`config.mk`:
```
export PLATFORM = sky130hd
export DESIGN_NAME = if_stage
export DESIGN_NICKNAME = d
export VERILOG_FILES = /design/src/rtl/if_stage_pkg.sv /design/src/rtl/if_inst_buf.sv /design/src/rtl/if_stage.sv
export SDC_FILE = /design/constraint.sdc
export NUM_CORES = 1
export LEC_CHECK = 0
export ABC_AREA = 1
export ABC_CLOCK_PERIOD_IN_PS = 1500
export BUFFER_PORTS_ARGS = -buffer_cell sky130_fd_sc_hd__buf_2
export CAP_MARGIN = 20
export CORE_ASPECT_RATIO = 0.7
export CORE_UTILIZATION = 43
export DETAILED_ROUTE_END_ITERATION = 10
export PLACE_DENSITY = 0.78
export RECOVER_POWER = 100
export SYNTH_ARGS = -nofsm -noshare
export SYNTH_HDL_FRONTEND = slang
export SYNTH_SLANG_ARGS = --single-unit
```
`constraint.sdc`:
```
create_clock -name clk -period 1.5 [get_ports clk]
set_input_delay 0.075 -clock clk [delete_from_list [all_inputs] [get_ports clk]]
set_output_delay 0.075 -clock clk [all_outputs]
set_load 0.01 [all_outputs]
```
`src/rtl/if_stage_pkg.sv`:
```
// Shared pipeline definitions for the fetch stage: reset PC, bus widths and bus layouts.
// Used by if_stage and, when IF_INST_BUF_EN is defined, by if_inst_buf.
package if_stage_pkg;

  localparam logic [31:0] PC_RESET       = 32'h1C00_0000;
  localparam int          IF_TO_ID_BUS_W = 64;
  localparam int          ID_TO_IF_BUS_W = 33;
  localparam int          INST_W         = 32;

  typedef struct packed {
    logic [31:0]       pc;
    logic [INST_W-1:0] inst;
  } if_to_id_t;

  typedef struct packed {
    logic        br_taken;
    logic [31:0] br_target;
  } id_to_if_t;

  function automatic logic [31:0] seq_pc(input logic [31:0] pc);
    return pc + 32'd4;
  endfunction

endpackage

```
`src/rtl/if_inst_buf.sv`:
```
// Holding register for the fetched word while ID stalls, so the stage works with SRAMs
// whose output changes while the read enable is low. Only instantiated under IF_INST_BUF_EN.
module if_inst_buf
  import if_stage_pkg::*;
(
  input  logic              clk,
  input  logic              reset,
  input  logic              capture,
  input  logic              clear,
  input  logic [INST_W-1:0] rdata,
  output logic              buf_valid,
  output logic [INST_W-1:0] buf_inst
);

  // Capture once per stall; a handshake or redirect frees the buffer again.
  always_ff @(posedge clk) begin
    if (reset || clear) begin
      buf_valid <= 1'b0;
      buf_inst  <= '0;
    end else if (capture && !buf_valid) begin
      buf_valid <= 1'b1;
      buf_inst  <= rdata;
    end
  end

endmodule

```
`src/rtl/if_stage.sv`:
```
// Instruction-fetch stage: next-PC selection, instruction SRAM request and the IF->ID holding slot.
// Optional feature macro: IF_INST_BUF_EN adds a stall buffer for the fetched instruction.
module if_stage
  import if_stage_pkg::*;
#(
  parameter logic [31:0] RESET_PC = PC_RESET
) (
  input  logic                      clk,
  input  logic                      reset,
  input  logic                      ID_allow_in,
  output logic                      IF_to_ID_valid,
  output logic [IF_TO_ID_BUS_W-1:0] IF_to_ID_bus,
  input  logic [ID_TO_IF_BUS_W-1:0] ID_to_IF_bus,
  output logic                      inst_sram_en,
  output logic [3:0]                inst_sram_we,
  output logic [31:0]               inst_sram_addr,
  output logic [31:0]               inst_sram_wdata,
  input  logic [INST_W-1:0]         inst_sram_rdata
);

  id_to_if_t         br_bus;
  if_to_id_t         out_bus;
  logic              br_taken;
  logic [31:0]       br_target;
  logic              fs_valid;
  logic [31:0]       fs_pc;
  logic              br_pending;
  logic [31:0]       br_target_r;
  logic              fs_ready_go;
  logic              fs_allow_in;
  logic [31:0]       nextpc;
  logic [INST_W-1:0] fs_inst;

  assign br_bus    = id_to_if_t'(ID_to_IF_bus);
  assign br_taken  = br_bus.br_taken;
  assign br_target = br_bus.br_target;

  assign fs_ready_go = 1'b1;
  assign fs_allow_in = !fs_valid || (fs_ready_go && ID_allow_in);

  // A live redirect beats a parked one, which beats sequential fetch.
  always_comb begin
    nextpc = seq_pc(fs_pc);
    if (br_taken) begin
      nextpc = br_target;
    end else if (br_pending) begin
      nextpc = br_target_r;
    end
  end

  // A redirect that cannot be taken now is parked and the wrong-path slot is emptied,
  // which reopens fs_allow_in so the parked target is fetched on the next cycle.
  always_ff @(posedge clk) begin
    if (reset) begin
      fs_valid    <= 1'b0;
      fs_pc       <= RESET_PC - 32'd4;
      br_pending  <= 1'b0;
      br_target_r <= '0;
    end else if (fs_allow_in) begin
      fs_valid    <= 1'b1;
      fs_pc       <= nextpc;
      br_pending  <= 1'b0;
    end else if (br_taken) begin
      fs_valid    <= 1'b0;
      br_pending  <= 1'b1;
      br_target_r <= br_target;
    end
  end

`ifdef IF_INST_BUF_EN
  logic              buf_valid;
  logic [INST_W-1:0] buf_inst;

  if_inst_buf u_inst_buf (
    .clk       (clk),
    .reset     (reset),
    .capture   (fs_valid && !ID_allow_in),
    .clear     ((fs_valid && ID_allow_in) || br_taken),
    .rdata     (inst_sram_rdata),
    .buf_valid (buf_valid),
    .buf_inst  (buf_inst)
  );

  assign fs_inst = buf_valid ? buf_inst : inst_sram_rdata;
`else
  assign fs_inst = inst_sram_rdata;
`endif

  assign inst_sram_en    = !reset && fs_allow_in;
  assign inst_sram_we    = 4'b0000;
  assign inst_sram_addr  = nextpc;
  assign inst_sram_wdata = 32'b0;

  assign out_bus.pc     = fs_pc;
  assign out_bus.inst   = fs_inst;
  assign IF_to_ID_bus   = out_bus;
  assign IF_to_ID_valid = fs_valid && !br_taken;

endmodule

```
==> metrics.txt, run 1 <==
Synth area leaders=dfxtp_1 31%, nand2_1 19%, buf_4 12%; clk slew on worst S/H paths=60 ps; Via-to-Cell Ratio=5.51; area growth from synthesis to layout=49.2%; final setup violation count=52; share of cells above drive strength 1=0.430; Hold Fails Final Rpt=0; maximum vdd drop=0.684 mV; TritonCTS clock tree=built; min-delay src=ID_to_IF_bus[1]; Synth Flop Type=dfxtp_1; max-slew violations=0; YS warnings=0; H-tree Lvls=3; HPWL Detailed=9130 um; Crit path max-delay family=simple AND/OR/NAND/NOR gates; GRT Total Usage=0.254; share of the synthesized area in the top cell type=0.313; pin count of the biggest net entering global routing=29; FF/Latch Area=~1400 sq um; EDFF count, synth=0; NumNets Final=between 800 and 900; Crit Path Max Fanout=6; CP arrival=between 2000 and 2500 ps; count leader, synth=nand2_1; aggregate routed wire length=17,200 um; Final period util=1.42; FFs w/ async S/R, synth=0; CTS buffer count=9; Crit. End Element=primary output; Psw=2.48 mW; sequential power share=0.290; Rows=29; Starting DRT DRC Count=629; min Tclk post-route=2130 ps; cell taking the most area after synthesis=dfxtp_1; Int Pwr=4.52 mW; Critical-path top delay cell=dfxtp_4; worst flop-to-flop path startpoint=fs_pc[4]$_SDFFE_PP1N_; P per Cell Area=1110 nW/um^2; WP buf/inv=3; LEAKAGE=3.06 nW; clock buffer depth=2; drt wl/cell=18.0 um; status=complete, but fails checks; WHS Endpoint=br_target_r[1]$_SDFFE_PP0P_; kind of critical path=flop to primary output; Clock Skews=7.79 ps; Commonest cells post-synth=211 x nand2_1, 89 x inv_1, 69 x buf_4; failing checks=setup timing; worst hold stages=3; worst r2r path cells=12; grt total ovfl=0; initial antenna violation count=0; global-route wire length before repair=20,700 um; CP startpoint kind=flop; Distinct cells, synth=25; IO Pins=approximately 200; Post-Syn Area=4230 sq um; filler instances=683; post-route cell area=roughly 6300 sq um; starting density of the core=0.455; Core ar.=9290 sq um; Worst Setup Slack, final=-627 ps; dpl cell area=4880 sq um; Clock power frac=0.359; die area=10,200 sq um; CTS Sinks=66; Antenna diodes=0; GP Congestion=0.920; die height=85.0 um; multi-input logic area=2670 sq um; Die W=121 um; Mapped Cells=682; reg2reg setup slack=-300 ps; Vias=between 5,000 and 6,000; max cap viols=0; Seq/Total Area, Yosys=0.313; Port Buf Inserts=approximately 100; Most Frequent Cell on Critical Path=nand2_1; fmax=about 470 MHz; unrepaired setup endpoints after global routing=yes; Tot Pwr=7.00 mW; Logic pwr share=0.352; Avg Inst Size Synth=6.20 sq um; hold_buf cts=0; DRC violations left=0; CP required=between 1000 and 1500 ps; Hold Path Class=input port to flop; critical path, cell by cell=nand2_4 > nor2_4 > nand2_4 > buf_6 > inv_4 > nand2_2 > nand2_1 > nand3_1 > nand2_1 > nand2_1 > buf_2; Seq cells post-synth=66; FF-to-FF End=fs_pc[23]$_SDFFE_PP1N_; Switching Fraction=0.354; Routed Antenna Nets=0; latest clock arrival within the worst-skew pair=340 ps; Pre-antenna DRT Iters=7; Clk Tree Root Cell=clkbuf_16; vias in the first global route=approximately 4,300; crit-path max cell delay=460 ps
## cells by family (layout without fill, tap and decap cells)
kind of cell               Yosys count  in the layout  share of synthesized area
and+or+nand+nor                    318            318                      0.308
buffers and inverters              184            302                      0.226
AOI/OAI and AO/OA                  107            107                      0.138
DFF                                 66             66                      0.313
xor gates and xnor gates             5              5                     0.0104
adders and majority gates            1              1                    0.00296
other                                1             36                   0.000887
## metrics by stage
| step | setup slack [ps] | cells | hold slack (ps) | TNS (ps) | util |
|---|---|---|---|---|---|
| floorplan | 4.80 | 717 | 242 | 0 | - |
| detailed placement | -141 | 907 | 150 | -2220 | 0.525 |
| global route | -589 | 959 | 35.9 | -17640 | 0.679 |
| CTS | -310 | 935 | 23.3 | -7420 | 0.598 |
| global placement | -94.6 | 907 | 150 | -1490 | 0.525 |
| finish | -627 | 959 | 21.0 | -13750 | 0.679 |
## worst reg2reg max path, delay by kind of cell, from the launching register on
kind                   cells  cell delay [ps]
and+or+nand+nor            9              960
buffers and inverters      3              270
DFF                        1              460
## registers in the layout, summed over array words and instances, names as in the netlist
signal / flops
fs_pc: 32
fs_valid: 1
br_pending: 1
br_target_r: 32
## placed cells by master (no fill, tap or decap), types with 2 or more instances in the layout
| cell type | count |
|---|---|
| nand2_1 | 160 |
| inv_1 | 86 |
| buf_2 | 86 |
| buf_4 | 68 |
| nand2_2 | 40 |
| dfxtp_1 | 40 |
| conb_1 | 36 |
| o22ai_1 | 35 |
| a21oi_1 | 31 |
| buf_6 | 30 |
| nor2_4 | 27 |
| nand3_1 | 27 |
| o21ai_1 | 21 |
| dfxtp_4 | 16 |
| nor2_2 | 14 |
| nand2_4 | 13 |
| nor2_1 | 13 |
| nand3_2 | 11 |
| dfxtp_2 | 10 |
| clkbuf_16 | 9 |
| o21ai_2 | 7 |
| o21ai_0 | 7 |
| clkbuf_1 | 7 |
| inv_4 | 4 |
| nand3_4 | 4 |
| nand3b_1 | 4 |
| buf_12 | 4 |
| nand4_1 | 3 |
| a21oi_2 | 3 |
| bufinv_16 | 3 |
| and2_1 | 2 |
| xor2_1 | 2 |
| xnor2_1 | 2 |
| clkinvlp_4 | 2 |
| o22ai_2 | 2 |
| inv_6 | 2 |
## how the worst max path moves through the flow
| stage | endpoint | cells past startpoint | startpoint |
|---|---|---|---|
| 6_report | inst_sram_addr[23] | 11 | fs_pc[4]$_SDFFE_PP1N_ |
| 5_1_grt | inst_sram_addr[26] | 11 | fs_pc[11]$_SDFFE_PP1N_ |
| 4_1_cts | inst_sram_addr[16] | 9 | fs_pc[3]$_SDFFE_PP1N_ |
| 3_5_place_dp | fs_pc[26]$_SDFFE_PP0N_ | 10 | fs_pc[2]$_SDFFE_PP1N_ |
| 3_3_place_gp | inst_sram_addr[16] | 8 | fs_pc[2]$_SDFFE_PP1N_ |
| 2_1_floorplan | fs_pc[10]$_SDFFE_PP1N_ | 9 | fs_pc[3]$_SDFFE_PP1N_ |
## repair_timing
item,CTS,global route
pin swaps,27,64
cloned,0,0
endpoints found under the setup margin,55,60
resized for setup,88,174
buffers inserted,12,25
## layout make-up
type / instances / area share
multi-input combinational: 467 / 0.423
sequential: 66 / 0.221
timing repair buffer: 195 / 0.220
inverter: 91 / 0.0563
clock buffer: 9 / 0.0357
tap: 124 / 0.0246
clock inverter: 7 / 0.0196
## power by group through the flow
stage | Clock [mW] | Combinational (mW) | Sequential, mW
floorplan | 0 | 0.998 | 2.03
global placement | 0 | 1.55 | 1.99
detailed placement | 0 | 1.56 | 2.00
CTS | 2.48 | 1.78 | 1.98
global route | 2.60 | 2.60 | 2.03
finish | 2.51 | 2.46 | 2.03
## metal layers
layer  global-route usage  vias up  share of wire
li1                     -     2349              -
met1                0.355     2360           0.38
met5                    0        -              0
met2                0.380      463           0.45
met4               0.0741        0          0.051
met3               0.0685      113           0.12
(Power assumes the default switching activity.)
==> inputs of run 2 (changes only) <==
--- a/config.mk
+++ b/config.mk
@@ -9,10 +9,13 @@
 export ABC_CLOCK_PERIOD_IN_PS = 1500
 export BUFFER_PORTS_ARGS = -buffer_cell sky130_fd_sc_hd__buf_2
 export CAP_MARGIN = 20
+export CELL_PAD_IN_SITES_DETAIL_PLACEMENT = 1
+export CELL_PAD_IN_SITES_GLOBAL_PLACEMENT = 1
 export CORE_ASPECT_RATIO = 0.7
-export CORE_UTILIZATION = 43
+export CORE_UTILIZATION = 28
+export CTS_CLUSTER_SIZE = 14
 export DETAILED_ROUTE_END_ITERATION = 10
-export PLACE_DENSITY = 0.78
+export PLACE_DENSITY_LB_ADDON = 0.1
 export RECOVER_POWER = 100
 export SYNTH_ARGS = -nofsm -noshare
 export SYNTH_HDL_FRONTEND = slang
==> constraint.sdc (replaced) <==
create_clock -name clk -period 1.5 [get_ports clk]
set_input_delay 0 -clock clk [delete_from_list [all_inputs] [get_ports clk]]
set_output_delay 0 -clock clk [all_outputs]
set_load 0.01 [all_outputs]
==> run 2 against run 1 <==
Against the previous run:
- the run still ends with setup timing left
- count of clock-buffer cells in the layout grew 2
- power grew 3.9%
- non-clock buffer count grew 52
- routed wire length grew 11%
==> metrics.txt, run 2 (synthesized netlist as in run 1, its figures left out) <==
initial antenna violation count=0 (unchanged); global-route wire length before repair=27,100 um (was 20,700 um); pin count of the biggest net entering global routing=31 (was 29); Hold Fails Final Rpt=0 (unchanged); grt total ovfl=0 (unchanged); CP required=1500 ps (was 1420 ps); IO Pins=202 (unchanged); area growth from synthesis to layout=69.1% (was 49.2%); Psw=2.58 mW (was 2.48 mW); NumNets Final=951 (was 899); Port Buf Inserts=101 (unchanged); H-tree Lvls=3 (unchanged); worst r2r path cells=11 (was 12); CP startpoint kind=flop (unchanged); fin util=0.486 (was 0.679); clock buffer depth=2 (unchanged); Rows=37 (was 29); final setup violation count=54 (was 52); Clock Skews=10.1 ps (was 7.79 ps); drt wl/cell=17.7 um (was 18.0 um); hold_ws=0.00392 ps (was 21.0 ps); min Tclk post-route=1890 ps (was 2130 ps); max cap viols=0 (unchanged); clk slew on worst S/H paths=50 ps (was 60 ps); Pre-antenna DRT Iters=4 (was 7); unrepaired setup endpoints after global routing=yes (unchanged); sequential power share=0.277 (was 0.290); Final period util=1.26 (was 1.42); vias in the first global route=5,132 (was 4,273); share of cells above drive strength 1=0.476 (was 0.430); Starting DRT DRC Count=180 (was 629); commonest cells after routing, fill and taps aside=145 x nand2_1, 88 x buf_2, 82 x inv_1, 72 x buf_4, 49 x buf_6 (was 160 x nand2_1, 86 x inv_1, 86 x buf_2, 68 x buf_4); Crit path max-delay family=simple AND/OR/NAND/NOR gates (unchanged); CTS buffer count=9 (unchanged); crit-path max cell delay=390 ps (was 460 ps); WP buf/inv=2 (was 3); Crit Path Max Fanout=4 (was 6); HPWL Detailed=12,100 um (was 9130 um); Critical-path top delay cell=dfxtp_4 (unchanged); Crit. End Element=primary output (unchanged); CTS Sinks=66 (unchanged); Int Pwr=4.69 mW (was 4.52 mW); GR peak layer=met2 (unchanged); FF-to-FF End=fs_pc[10]$_SDFFE_PP1N_ (was fs_pc[23]$_SDFFE_PP1N_); fmax=529 MHz (was 470 MHz); crit path capture=inst_sram_addr[19] (was inst_sram_addr[23]); FF/Latch Area=1390 sq um (about the same); Most Frequent Cell on Critical Path=nand2_1 (unchanged); biggest regs=br_target_r (32), fs_pc (32) (unchanged); Die W=149 um (was 121 um); multi-input logic area=2910 sq um (was 2670 sq um); worst setup path startpoint=fs_pc[4]$_SDFFE_PP1N_ (unchanged); failing checks=setup timing (unchanged); Antenna diodes=0 (unchanged); Switching Fraction=0.355 (was 0.354); met2 GRT Util=0.371 (was 0.380); Hold Path Class=input port to primary output (was input port to flop); CP arrival=1890 ps (was 2050 ps); Setup Slack @ Placement=-335 ps (was -141 ps); Logic pwr share=0.403 (was 0.352); kind of critical path=flop to primary output (unchanged); TritonCTS clock tree=built (unchanged); reg2reg setup slack=-330 ps (was -300 ps); Inst Count DP=997 (was 907); worst flop-to-flop path startpoint=fs_pc[2]$_SDFFE_PP1N_ (was fs_pc[4]$_SDFFE_PP1N_); GP Congestion=0.841 (was 0.920); Clk Tree Root Cell=clkbuf_16 (unchanged); P per Cell Area=1020 nW/um^2 (was 1110 nW/um^2); latest clock arrival within the worst-skew pair=350 ps (was 340 ps); Non-Filler Instances=1,082 (was 959); die height=105 um (was 85.0 um); Vias=5,108 (was 5,285); dpl cell area=5150 sq um (was 4880 sq um); Via-to-Cell Ratio=4.72 (was 5.51); maximum vdd drop=0.528 mV (was 0.684 mV); status=complete, but fails checks (unchanged); LEAKAGE=3.39 nW (was 3.06 nW); DRC violations left=0 (unchanged); max-slew violations=0 (unchanged); starting density of the core=0.287 (was 0.455); filler instances=1,843 (was 683); Core ar.=14,700 sq um (was 9290 sq um); GRT Total Usage=0.228 (was 0.254); met1 Usage GRT=0.301 (was 0.355); Clock power frac=0.320 (was 0.359); die area=15,600 sq um (was 10,200 sq um); Levels on crit path=11 (unchanged); Routed Antenna Nets=0 (unchanged); post-route cell area=7150 sq um (was 6310 sq um); M3 GR Usage=0.0463 (was 0.0685); critical path, cell by cell=nand2_4 > nor2_4 > buf_6 > nand3_4 > nor2_2 > nand2_1 > nand2_1 > nand2_1 > nand2_2 > nand2_2 > buf_6 (was nand2_4 > nor2_4 > nand2_4 > buf_6 > inv_4 > nand2_2 > nand2_1 > nand3_1 > nand2_1 > nand2_1 > buf_2); most common cell after layout, fill and taps aside=nand2_1 (unchanged); Worst Setup Slack, final=-391 ps (was -627 ps); aggregate routed wire length=19,100 um (was 17,200 um)
==> run 2: changes by cell type in the layout (fill, tap and decap cells not counted), sizes merged <==
cell,before,now
buf,188,216
dlygate4sd3,0,24
clkbuf,16,18
clkinv,1,3
inv,92,90
bufinv,3,2
clkinvlp,2,1
==> run 2: how the worst min path moves through the flow <==
stage | start | end | slack [ps] | cells after the start
6_report | inst_sram_rdata[27] | IF_to_ID_bus[27] | 0.004 | 0
3_3_place_gp | inst_sram_rdata[10] | IF_to_ID_bus[10] | 0.07 | 0
2_1_floorplan | inst_sram_rdata[0] | IF_to_ID_bus[0] | 90 | 1
4_1_cts | inst_sram_rdata[10] | IF_to_ID_bus[10] | 0.07 | 0
5_1_grt | inst_sram_rdata[13] | IF_to_ID_bus[13] | 0.02 | 0
3_5_place_dp | inst_sram_rdata[10] | IF_to_ID_bus[10] | 0.07 | 0
==> run 2: final cells by class <==
class                      instances  share of cell area
clock buffer                      11              0.0340
multi-input combinational        467               0.407
clock inverter                     5              0.0109
tap                              195              0.0341
inverter                          91              0.0488
sequential                        66               0.194
timing repair buffer             247               0.271
==> run 2: metal layers <==
metal  up-vias  share of wire
met5         -              0
met4         0          0.025
met2       148           0.48
li1       2447              -
met3        38          0.049
met1      2475           0.45
==> run 2: worst register-to-register path, delay by kind of cell (launching register included) <==
| family | cells | cell delay (ps) |
|---|---|---|
| DFF | 1 | 370 |
| and+or+nand+nor | 3 | 410 |
| buffers and inverters | 4 | 360 |
| adders and majority gates | 1 | 180 |
| AOI/OAI and AO/OA | 2 | 240 |
| xor gates and xnor gates | 1 | 150 |
==> run 2: stage by stage <==
step	TNS, ps	total power [mW]
floorplan	0	3.03
global route	-16140	7.59
detailed placement	-4240	3.77
global placement	-3660	3.75
CTS	-6680	6.87
finish	-11100	7.27
==> run 2: what timing repair did <==
action	in CTS	in global routing
endpoints found under the hold margin	25	0
hold buffers	24	0
buffers inserted	71	18
endpoints found under the setup margin	57	61
resized for setup	232	109
pin swaps	68	59
==> run 2: power groups by stage <==
stage / clock network (mW) / registers, mW / logic (mW)
floorplan: 0 / 2.03 / 0.998
global placement: 0 / 2.00 / 1.75
detailed placement: 0 / 2.00 / 1.77
CTS: 2.38 / 2.00 / 2.48
global route: 2.45 / 2.03 / 3.12
finish: 2.32 / 2.02 / 2.93
